## src/rtl/dut_host_pkg.sv

```systemverilog
// Shared types and DUT register map for the host-side sequencer.
package dut_host_pkg;

  typedef enum logic [3:0] {
    S_IDLE, S_POLL_A, S_CHK_A, S_WR_A, S_POLL_B, S_CHK_B, S_WR_B,
    S_POLL_Y, S_CHK_Y, S_RD_Y, S_CAP_Y, S_OUT
  } state_e;

  localparam int ADDR_A_NF = 0;
  localparam int ADDR_B_NF = 1;
  localparam int ADDR_Y_NE = 2;
  localparam int ADDR_Y_RD = 3;
  localparam int ADDR_A_WR = 4;
  localparam int ADDR_B_WR = 5;

  function automatic state_e chk_hit(input state_e s);
    case (s)
      S_CHK_A: return S_WR_A;
      S_CHK_B: return S_WR_B;
      default: return S_RD_Y;
    endcase
  endfunction

  function automatic state_e chk_retry(input state_e s);
    case (s)
      S_CHK_A: return S_POLL_A;
      S_CHK_B: return S_POLL_B;
      default: return S_POLL_Y;
    endcase
  endfunction

endpackage

```

## src/rtl/dut_port_arb.sv

```systemverilog
// Drives the DUT write/read ports from FSM requests; write wins so the two
// enables are never high together. Reports handshake fires back to the FSM.
module dut_port_arb #(
  parameter int ADDR_W = 3
) (
  input  logic              wr_req,
  input  logic [ADDR_W-1:0] wr_addr,
  input  logic              wr_dat,
  input  logic              rd_req,
  input  logic [ADDR_W-1:0] rd_addr,
  input  logic              write_rdy,
  input  logic              read_rdy,
  output logic              write_en,
  output logic [ADDR_W-1:0] write_address,
  output logic              write_data,
  output logic              read_en,
  output logic [ADDR_W-1:0] read_address,
  output logic              wr_fire,
  output logic              rd_fire
);

  assign write_en      = wr_req;
  assign write_address = wr_req ? wr_addr : '0;
  assign write_data    = wr_req & wr_dat;
  assign read_en       = rd_req & ~wr_req;
  assign read_address  = read_en ? rd_addr : '0;
  assign wr_fire       = write_en & write_rdy;
  assign rd_fire       = read_en & read_rdy;

endmodule

```

## src/rtl/dut_host_sequencer.sv

```systemverilog
// Host-side sequencer: write A, write B, poll Y, read Y, one transaction at a time.
// Optional poll timeout enabled with `define SEQ_TIMEOUT_EN.
module dut_host_sequencer
  import dut_host_pkg::*;
#(
  parameter int ADDR_W      = 3,
  parameter int TIMEOUT_CYC = 255,
  parameter int CNT_W       = 8
) (
  input  logic              CLK,
  input  logic              RST,
  input  logic              op_valid,
  output logic              op_ready,
  input  logic              op_a,
  input  logic              op_b,
  output logic              res_valid,
  input  logic              res_ready,
  output logic              res_y,
  output logic              res_err,
  output logic [ADDR_W-1:0] write_address,
  output logic              write_data,
  output logic              write_en,
  input  logic              write_rdy,
  output logic [ADDR_W-1:0] read_address,
  output logic              read_en,
  input  logic              read_data,
  input  logic              read_rdy
);

  if (2**CNT_W <= TIMEOUT_CYC) begin : g_cfg_err
    $error("CNT_W too narrow for TIMEOUT_CYC");
  end

  state_e state_q, state_d;
  logic a_q, a_d, b_q, b_d;
  logic op_ready_q, op_ready_d;
  logic res_valid_q, res_valid_d, res_y_q, res_y_d;
  logic wr_req, rd_req, wr_dat, wr_fire, rd_fire;
  logic [ADDR_W-1:0] wr_addr, rd_addr;
`ifdef SEQ_TIMEOUT_EN
  logic [CNT_W-1:0] cnt_q, cnt_d;
  logic to_q, to_d, res_err_q, res_err_d;
`endif

  always_comb begin
    state_d     = state_q;
    a_d         = a_q;
    b_d         = b_q;
    res_valid_d = res_valid_q;
    res_y_d     = res_y_q;
    wr_req      = 1'b0;
    rd_req      = 1'b0;
    wr_dat      = 1'b0;
    wr_addr     = '0;
    rd_addr     = '0;
`ifdef SEQ_TIMEOUT_EN
    cnt_d       = cnt_q;
    to_d        = to_q;
    res_err_d   = res_err_q;
`endif
    case (state_q)
      S_IDLE: if (op_valid && op_ready_q) begin
        a_d     = op_a;
        b_d     = op_b;
        state_d = S_POLL_A;
`ifdef SEQ_TIMEOUT_EN
        cnt_d   = '0;
        to_d    = 1'b0;
`endif
      end
      S_POLL_A: begin
        rd_req  = 1'b1;
        rd_addr = ADDR_W'(ADDR_A_NF);
        if (rd_fire) state_d = S_CHK_A;
      end
      S_POLL_B: begin
        rd_req  = 1'b1;
        rd_addr = ADDR_W'(ADDR_B_NF);
        if (rd_fire) state_d = S_CHK_B;
      end
      S_POLL_Y: begin
        rd_req  = 1'b1;
        rd_addr = ADDR_W'(ADDR_Y_NE);
        if (rd_fire) state_d = S_CHK_Y;
      end
      S_CHK_A, S_CHK_B, S_CHK_Y: begin
        if (read_data) state_d = chk_hit(state_q);
        else begin
`ifdef SEQ_TIMEOUT_EN
          // Give up on this transaction and report an error result instead.
          if (cnt_q == CNT_W'(TIMEOUT_CYC)) begin
            state_d = S_CAP_Y;
            to_d    = 1'b1;
          end else begin
            state_d = chk_retry(state_q);
            if (cnt_q != '1) cnt_d = cnt_q + 1'b1;
          end
`else
          state_d = chk_retry(state_q);
`endif
        end
      end
      S_WR_A: begin
        wr_req  = 1'b1;
        wr_addr = ADDR_W'(ADDR_A_WR);
        wr_dat  = a_q;
        if (wr_fire) begin
          state_d = S_POLL_B;
`ifdef SEQ_TIMEOUT_EN
          cnt_d   = '0;
`endif
        end
      end
      S_WR_B: begin
        wr_req  = 1'b1;
        wr_addr = ADDR_W'(ADDR_B_WR);
        wr_dat  = b_q;
        if (wr_fire) begin
          state_d = S_POLL_Y;
`ifdef SEQ_TIMEOUT_EN
          cnt_d   = '0;
`endif
        end
      end
      S_RD_Y: begin
        rd_req  = 1'b1;
        rd_addr = ADDR_W'(ADDR_Y_RD);
        if (rd_fire) state_d = S_CAP_Y;
      end
      S_CAP_Y: begin
`ifdef SEQ_TIMEOUT_EN
        res_y_d   = read_data & ~to_q;
        res_err_d = to_q;
`else
        res_y_d   = read_data;
`endif
        res_valid_d = 1'b1;
        state_d     = S_OUT;
      end
      S_OUT: if (res_ready) begin
        res_valid_d = 1'b0;
        res_y_d     = 1'b0;
`ifdef SEQ_TIMEOUT_EN
        res_err_d   = 1'b0;
`endif
        state_d     = S_IDLE;
      end
      default: state_d = S_IDLE;
    endcase
    op_ready_d = (state_d == S_IDLE);
  end

  always_ff @(posedge CLK or posedge RST) begin
    if (RST) begin
      state_q     <= S_IDLE;
      a_q         <= 1'b0;
      b_q         <= 1'b0;
      op_ready_q  <= 1'b0;
      res_valid_q <= 1'b0;
      res_y_q     <= 1'b0;
`ifdef SEQ_TIMEOUT_EN
      cnt_q       <= '0;
      to_q        <= 1'b0;
      res_err_q   <= 1'b0;
`endif
    end else begin
      state_q     <= state_d;
      a_q         <= a_d;
      b_q         <= b_d;
      op_ready_q  <= op_ready_d;
      res_valid_q <= res_valid_d;
      res_y_q     <= res_y_d;
`ifdef SEQ_TIMEOUT_EN
      cnt_q       <= cnt_d;
      to_q        <= to_d;
      res_err_q   <= res_err_d;
`endif
    end
  end

  assign op_ready  = op_ready_q;
  assign res_valid = res_valid_q;
  assign res_y     = res_y_q;
`ifdef SEQ_TIMEOUT_EN
  assign res_err   = res_err_q;
`else
  assign res_err   = 1'b0;
`endif

  dut_port_arb #(.ADDR_W(ADDR_W)) u_arb (
    .wr_req(wr_req), .wr_addr(wr_addr), .wr_dat(wr_dat),
    .rd_req(rd_req), .rd_addr(rd_addr),
    .write_rdy(write_rdy), .read_rdy(read_rdy),
    .write_en(write_en), .write_address(write_address), .write_data(write_data),
    .read_en(read_en), .read_address(read_address),
    .wr_fire(wr_fire), .rd_fire(rd_fire)
  );

endmodule
```

## config.mk

```make
export PLATFORM = sky130hd
export DESIGN_NAME = dut_host_sequencer
export DESIGN_NICKNAME = d
export VERILOG_FILES = /design/src/rtl/dut_host_pkg.sv /design/src/rtl/dut_port_arb.sv /design/src/rtl/dut_host_sequencer.sv
export SDC_FILE = /design/constraint.sdc
export NUM_CORES = 1
export LEC_CHECK = 0
export CAP_MARGIN = 20
export CORE_UTILIZATION = 45
export CTS_BUF_LIST = sky130_fd_sc_hd__clkbuf_8 sky130_fd_sc_hd__clkbuf_16
export CTS_CLUSTER_DIAMETER = 200
export DETAILED_ROUTE_END_ITERATION = 8
export HOLD_SLACK_MARGIN = 0.12
export PLACE_DENSITY = 0.81
export SLEW_MARGIN = 20
export SYNTH_ARGS = -nofsm -noshare
export SYNTH_HDL_FRONTEND = slang
export SYNTH_SLANG_ARGS = --single-unit
```

## constraint.sdc

```tcl
create_clock -name CLK -period 2.65 [get_ports CLK]
set_clock_uncertainty 0.15 [all_clocks]
set_input_delay 0.53 -clock CLK [delete_from_list [all_inputs] [get_ports CLK]]
set_output_delay 0.53 -clock CLK [all_outputs]
set_load 0.03 [all_outputs]
```

## Word-level counts from Yosys, hierarchy flattened

Cells that the tools add are included.

| word-level totals | value |
|---|---|
| flip-flop bits (word level) | 9 |
| bits in latches | 0 |
| bits in writable memories | 0 |
| bits in read-only memories | 0 |
| output and inout port bits | 13 |
| word-level logic and storage cells | 54 |
| memories | 0 |

| operators by class | value |
|---|---|
| add/subtract/negate cells | 0 |
| $mul | 0 |
| div/mod/pow operators | 0 |
| $lt $le $gt $ge | 0 |
| equality and inequality tests | 12 |
| shift-type cells | 0 |
| muxes and demuxes | 22 |
| bitwise logic cells | 5 |
| reductions and logical operators | 9 |

Operators with widths:

| cell | number |
|---|---|
| case mux 4 bit (10 select lines) | 1 |
| two-way mux 4 bit | 9 |
| equality test 4 x 3 -> 1 bit (second input constant) | 4 |
| equality test 4 bit (second input constant) | 4 |
| case mux 3 bit (2 select lines) | 2 |
| equality test 4 x 2 -> 1 bit (second input constant) | 2 |
| logical NOT 4 bit | 2 |
| case mux 4 bit (2 select lines) | 1 |
| case mux 1 bit (2 select lines) | 3 |
| case mux 2 bit (3 select lines) | 1 |
| AND 1 bit | 4 |
| equality test 4 x 1 -> 1 bit (second input constant) | 1 |
| AND reduction 2 bit | 2 |
| OR reduction 4 bit | 1 |
| two-way mux 1 bit | 3 |
| two-way mux 3 bit | 1 |
| OR reduction 3 bit | 1 |
| two-way mux 2 bit | 1 |
| != test 2 bit (second input constant) | 1 |
| nonzero test 2 bit | 1 |
| OR reduction 2 bit | 1 |
| logical AND 1 bit | 1 |
| NOT 1 bit | 1 |

## Logic depth before layout (Yosys ltp)

| logic depth | value |
|---|---|
| depth in word-level cells | 9 |
| mapped depth | 10 |
| depth with buffers taken out | 9 |

## Hierarchy

Synthesis repeated with hierarchy kept, for this count alone.

| second synthesis, totals | value |
|---|---|
| cell total of the unflattened synthesis | 96 |
| area total of the unflattened synthesis | 833.3 um^2 |

Modules (own cells, without submodules):

| module | times used | cells an instance | area each (um^2) | seq. area each (um^2) |
|---|---|---|---|---|
| dut_host_sequencer | 1 | 85 | 753.2 | 225.2 |
| dut_port_arb | 1 | 11 | 80.1 | 0.0 |

## Least setup slack after synthesis

Ideal clock, no wire load.

| timing path | value |
|---|---|
| path type | register to output |
| from | register state_q[0] |
| to | output write_address[2] |
| arrival | 1.549 ns |
| required time | 1.970 ns |
| setup slack | 0.421 ns |
| stages on the path, launching flop included | 6 |
| path buffers | 3 |
| cells stage by stage | dfrtp_1 buf_6 buf_2 nand2b_1 a21oi_1 buf_4 |

| between the ends | value |
|---|---|
| word-level cells in the longest chain between the ends | 4 |

Ends and longest elaborated chain:

| item | line | source |
|---|---|---|
| start, declared | dut_host_sequencer.sv:34 | `state_e state_q, state_d;` |
| start signal, assigned | dut_host_sequencer.sv:167 | `state_q <= state_d;` |
| equality test 4 x 3 -> 1 bit or equality test 4 x 2 -> 1 bit (tied branches) | dut_host_sequencer.sv:61 | `case (state_q)` |
| OR reduction 2 bit (no line) * | - |  |
| two-way mux 1 bit * | dut_host_sequencer.sv:61 |  |
| net write_en | dut_host_sequencer.sv:22 | `output logic write_en,` |
| two-way mux 3 bit * | dut_port_arb.sv:23 | `assign write_address = wr_req ? wr_addr : '0;` |
| end, declared | dut_host_sequencer.sv:20 | `output logic [ADDR_W-1:0] write_address,` |

The timed path passes the listed nets; every way through them passes the cells marked *.

## Final worst setup path

| timing path | value |
|---|---|
| from | register state_q[3] |
| to | output write_en |

| between the ends | value |
|---|---|
| word-level cells in the longest chain between the ends | 3 |

Ends and longest elaborated chain:

| item | line |
|---|---|
| equality test 4 x 3 -> 1 bit or equality test 4 x 2 -> 1 bit (tied branches) | dut_host_sequencer.sv:61 |
| OR reduction 2 bit (no line) * | - |
| two-way mux 1 bit * | dut_host_sequencer.sv:61 |
| end, declared | dut_host_sequencer.sv:22 |

Every way passes the cells marked *; elsewhere a longest branch is shown, timed or not.

==> qor.yml <==
outcome: "completed"
antenna_cells: 0
synth_fa_ha_area_frac: 0.0168
netlist_area_sq_um: 747
ir_worst_vdd_mv: 0.754
power_density_mw_per_mm2: 1200
synth_edf_count: 0
grt_usage: 0.193
grt_overflow_total: 0
cts_sinks: 9
yosysUniqueCellTypes: 37
clkLatencyLatePin_ns: 0.23
cts_buffers: 3
firstDrtPassIters: 4
clk_path_buf_depth: 2
use_met1: 0.249
slowest_stage: "clkdlybuf4s50_1"
synthSimpleGateAreaFrac: 0.291
yosys_warnings: 0
grt_max_degree: 23
synth_top_flop_cell: "dfrtp_1"
worstPathRequired_ns: 1.97
finalWorstSetupSlack_ns: 0.121
synth_top_family_by_area: "simple AND/OR/NAND/NOR gates"
period_needed_ns: 2.53
ys_seq_elements: 9
wl_per_cell_microns: 12.6
fp.dieH_microns: 42.7
synth_xor_area_frac: 0.0117
rsz0062_at_grt: "false"
nNetsFinal: 117
postSynthAreaPerCell_sq_um: 8.30
postRouteWirelength_microns: 1540
dpl_worst_slack_ns: 0.253
drv_cap: 0
via_count: 684
remaining_drc_errors: 0
fill_cells: 145
grt_first_pass_wirelength_microns: 2640
tns_ns: 0
finalMaxSlewViolations: 0
hold_path_class: "flip-flop to flip-flop"
cp-start-kind: "flip-flop"
cts.repair.resized: 0
grt_pass1_vias: 612
multiInputGateArea_sq_um: 445
hold_violations: 0
clk_pin_slew_ns: 0.05
arrival_ns: 1.85
portBuffers: 18
synth_compound_area_frac: 0.231
postRouteAntennaNets: 0
yosysSeqAreaShare: 0.302
crit_type: "flip-flop to primary output"
synthMuxAreaShare: 0.0302
drtIter0Drc: 10
area_growth_pct: 27.0
period_share: 0.954
cp-end-kind: "primary output"
core_area_sq_mm: 0.00152
dp_hpwl_microns: 1130
leakage_uw: 0.000430
dieArea_sq_mm: 0.00183
antenna_found_initial: 0
grt_busiest_layer: "met2"
io_pins: 22
finalHoldWorstSlack_ns: 0.340
hold_buffers: 0
final_common_cell: "clkdlybuf4s50_1"
final_cell_mix: "16 x clkdlybuf4s50_1, 8 x nand2_1, 8 x dfrtp_1"
met2_usage: 0.297
htreeDepth: 1
viasPerCell: 5.61
cts_tree: "done"
die_w_microns: 42.7
ys_async_sr_fraction: 1.00
slowest_delay_ns: 0.69
use_met3: 0.0681
root_buffer: "clkbuf_8"
drive_above_1_share: 0.123
cp_cell_sequence: "nand2b_1 > a21oi_1 > clkdlybuf4s50_1"
setup_viol: 0
seq_area_sq_um: 226
start_util: 0.490
fmax_ghz: 0.395
place_congestion: 0.845
row_count: 14
synthCells: 90
postCtsSetupBuffers: 0
critPathMaxFanout: 16
-- sequential cells by signal (all words and copies together), names as in the netlist --
signal,count
a_q,1
op_ready,1
res_valid,1
b_q,1
state_q,4
res_y,1
-- layer usage --
layer | share of wire | vias up
li1 | - | 343
met1 | 0.45 | 313
met2 | 0.47 | 26
met3 | 0.069 | 2
met4 | 0.0052 | 0
met5 | 0 | -
-- metrics by stage --
stage / area, sq um / std cells / utilization / total power, uW
3_5_place_dp: 897 / 118 / 0.589 / 989
4_1_cts: 942 / 122 / 0.618 / 1150
2_1_floorplan: 754 / 92 / - / 815
6_report: 948 / 122 / 0.622 / 1140
3_3_place_gp: 897 / 118 / 0.589 / 979
5_1_grt: 948 / 122 / 0.622 / 1230
-- Yosys cell counts, types with 3 or more instances --
master | count | share of area
a21boi_0 | 3 | 0.030
a21oi_1 | 4 | 0.027
buf_2 | 4 | 0.027
buf_4 | 4 | 0.040
dfrtp_1 | 9 | 0.30
inv_1 | 3 | 0.015
nand2_1 | 8 | 0.040
nand2b_1 | 3 | 0.025
nand3b_1 | 3 | 0.030
nor2_1 | 7 | 0.035
nor2b_1 | 3 | 0.025
o211ai_1 | 4 | 0.040
o21ai_0 | 5 | 0.033
-- cells by family after synthesis --
| kind of cell | Yosys count |
|---|---|
| xor+xnor | 1 |
| compound gates | 26 |
| fa+ha+maj | 1 |
| other cells | 1 |
| simple gates | 37 |
| mux | 2 |
| buf+inv | 13 |
| flops | 9 |
-- power breakdown --
group          switching (uW)  internal (uW)  total (uW)
clock                    53.5            101         154
combinational             393            314         707
sequential               77.9            203         280
-- worst paths after layout --
kind                            start  cells past startpoint         end  slack, ns
setup / recovery           state_q[3]                      3    write_en       0.12
hold / removal                  res_y                      1       res_y       0.34
setup reg to reg           state_q[1]                     10    op_ready       0.32
hold reg to reg                 res_y                      1       res_y       0.34
max in group asynchronous         RST                      2  state_q[2]       1.66
min in group asynchronous         RST                      2  state_q[3]       0.42
-- cell type report --
class,count,area share
clock buffers,3,0.0435
repair buffers,20,0.211
multi-input cells,70,0.470
clock inverters,1,0.00396
well taps,16,0.0211
inverters,3,0.0119
flip-flops and latches,9,0.239
-- critical path, delay by kind of cell, from the launching register on --
kind            cells  cell delay, ns
buf+inv             1            0.69
flops               1            0.51
compound gates      1            0.17
simple gates        1            0.25
Note: power is estimated with default switching activity, not from simulation.
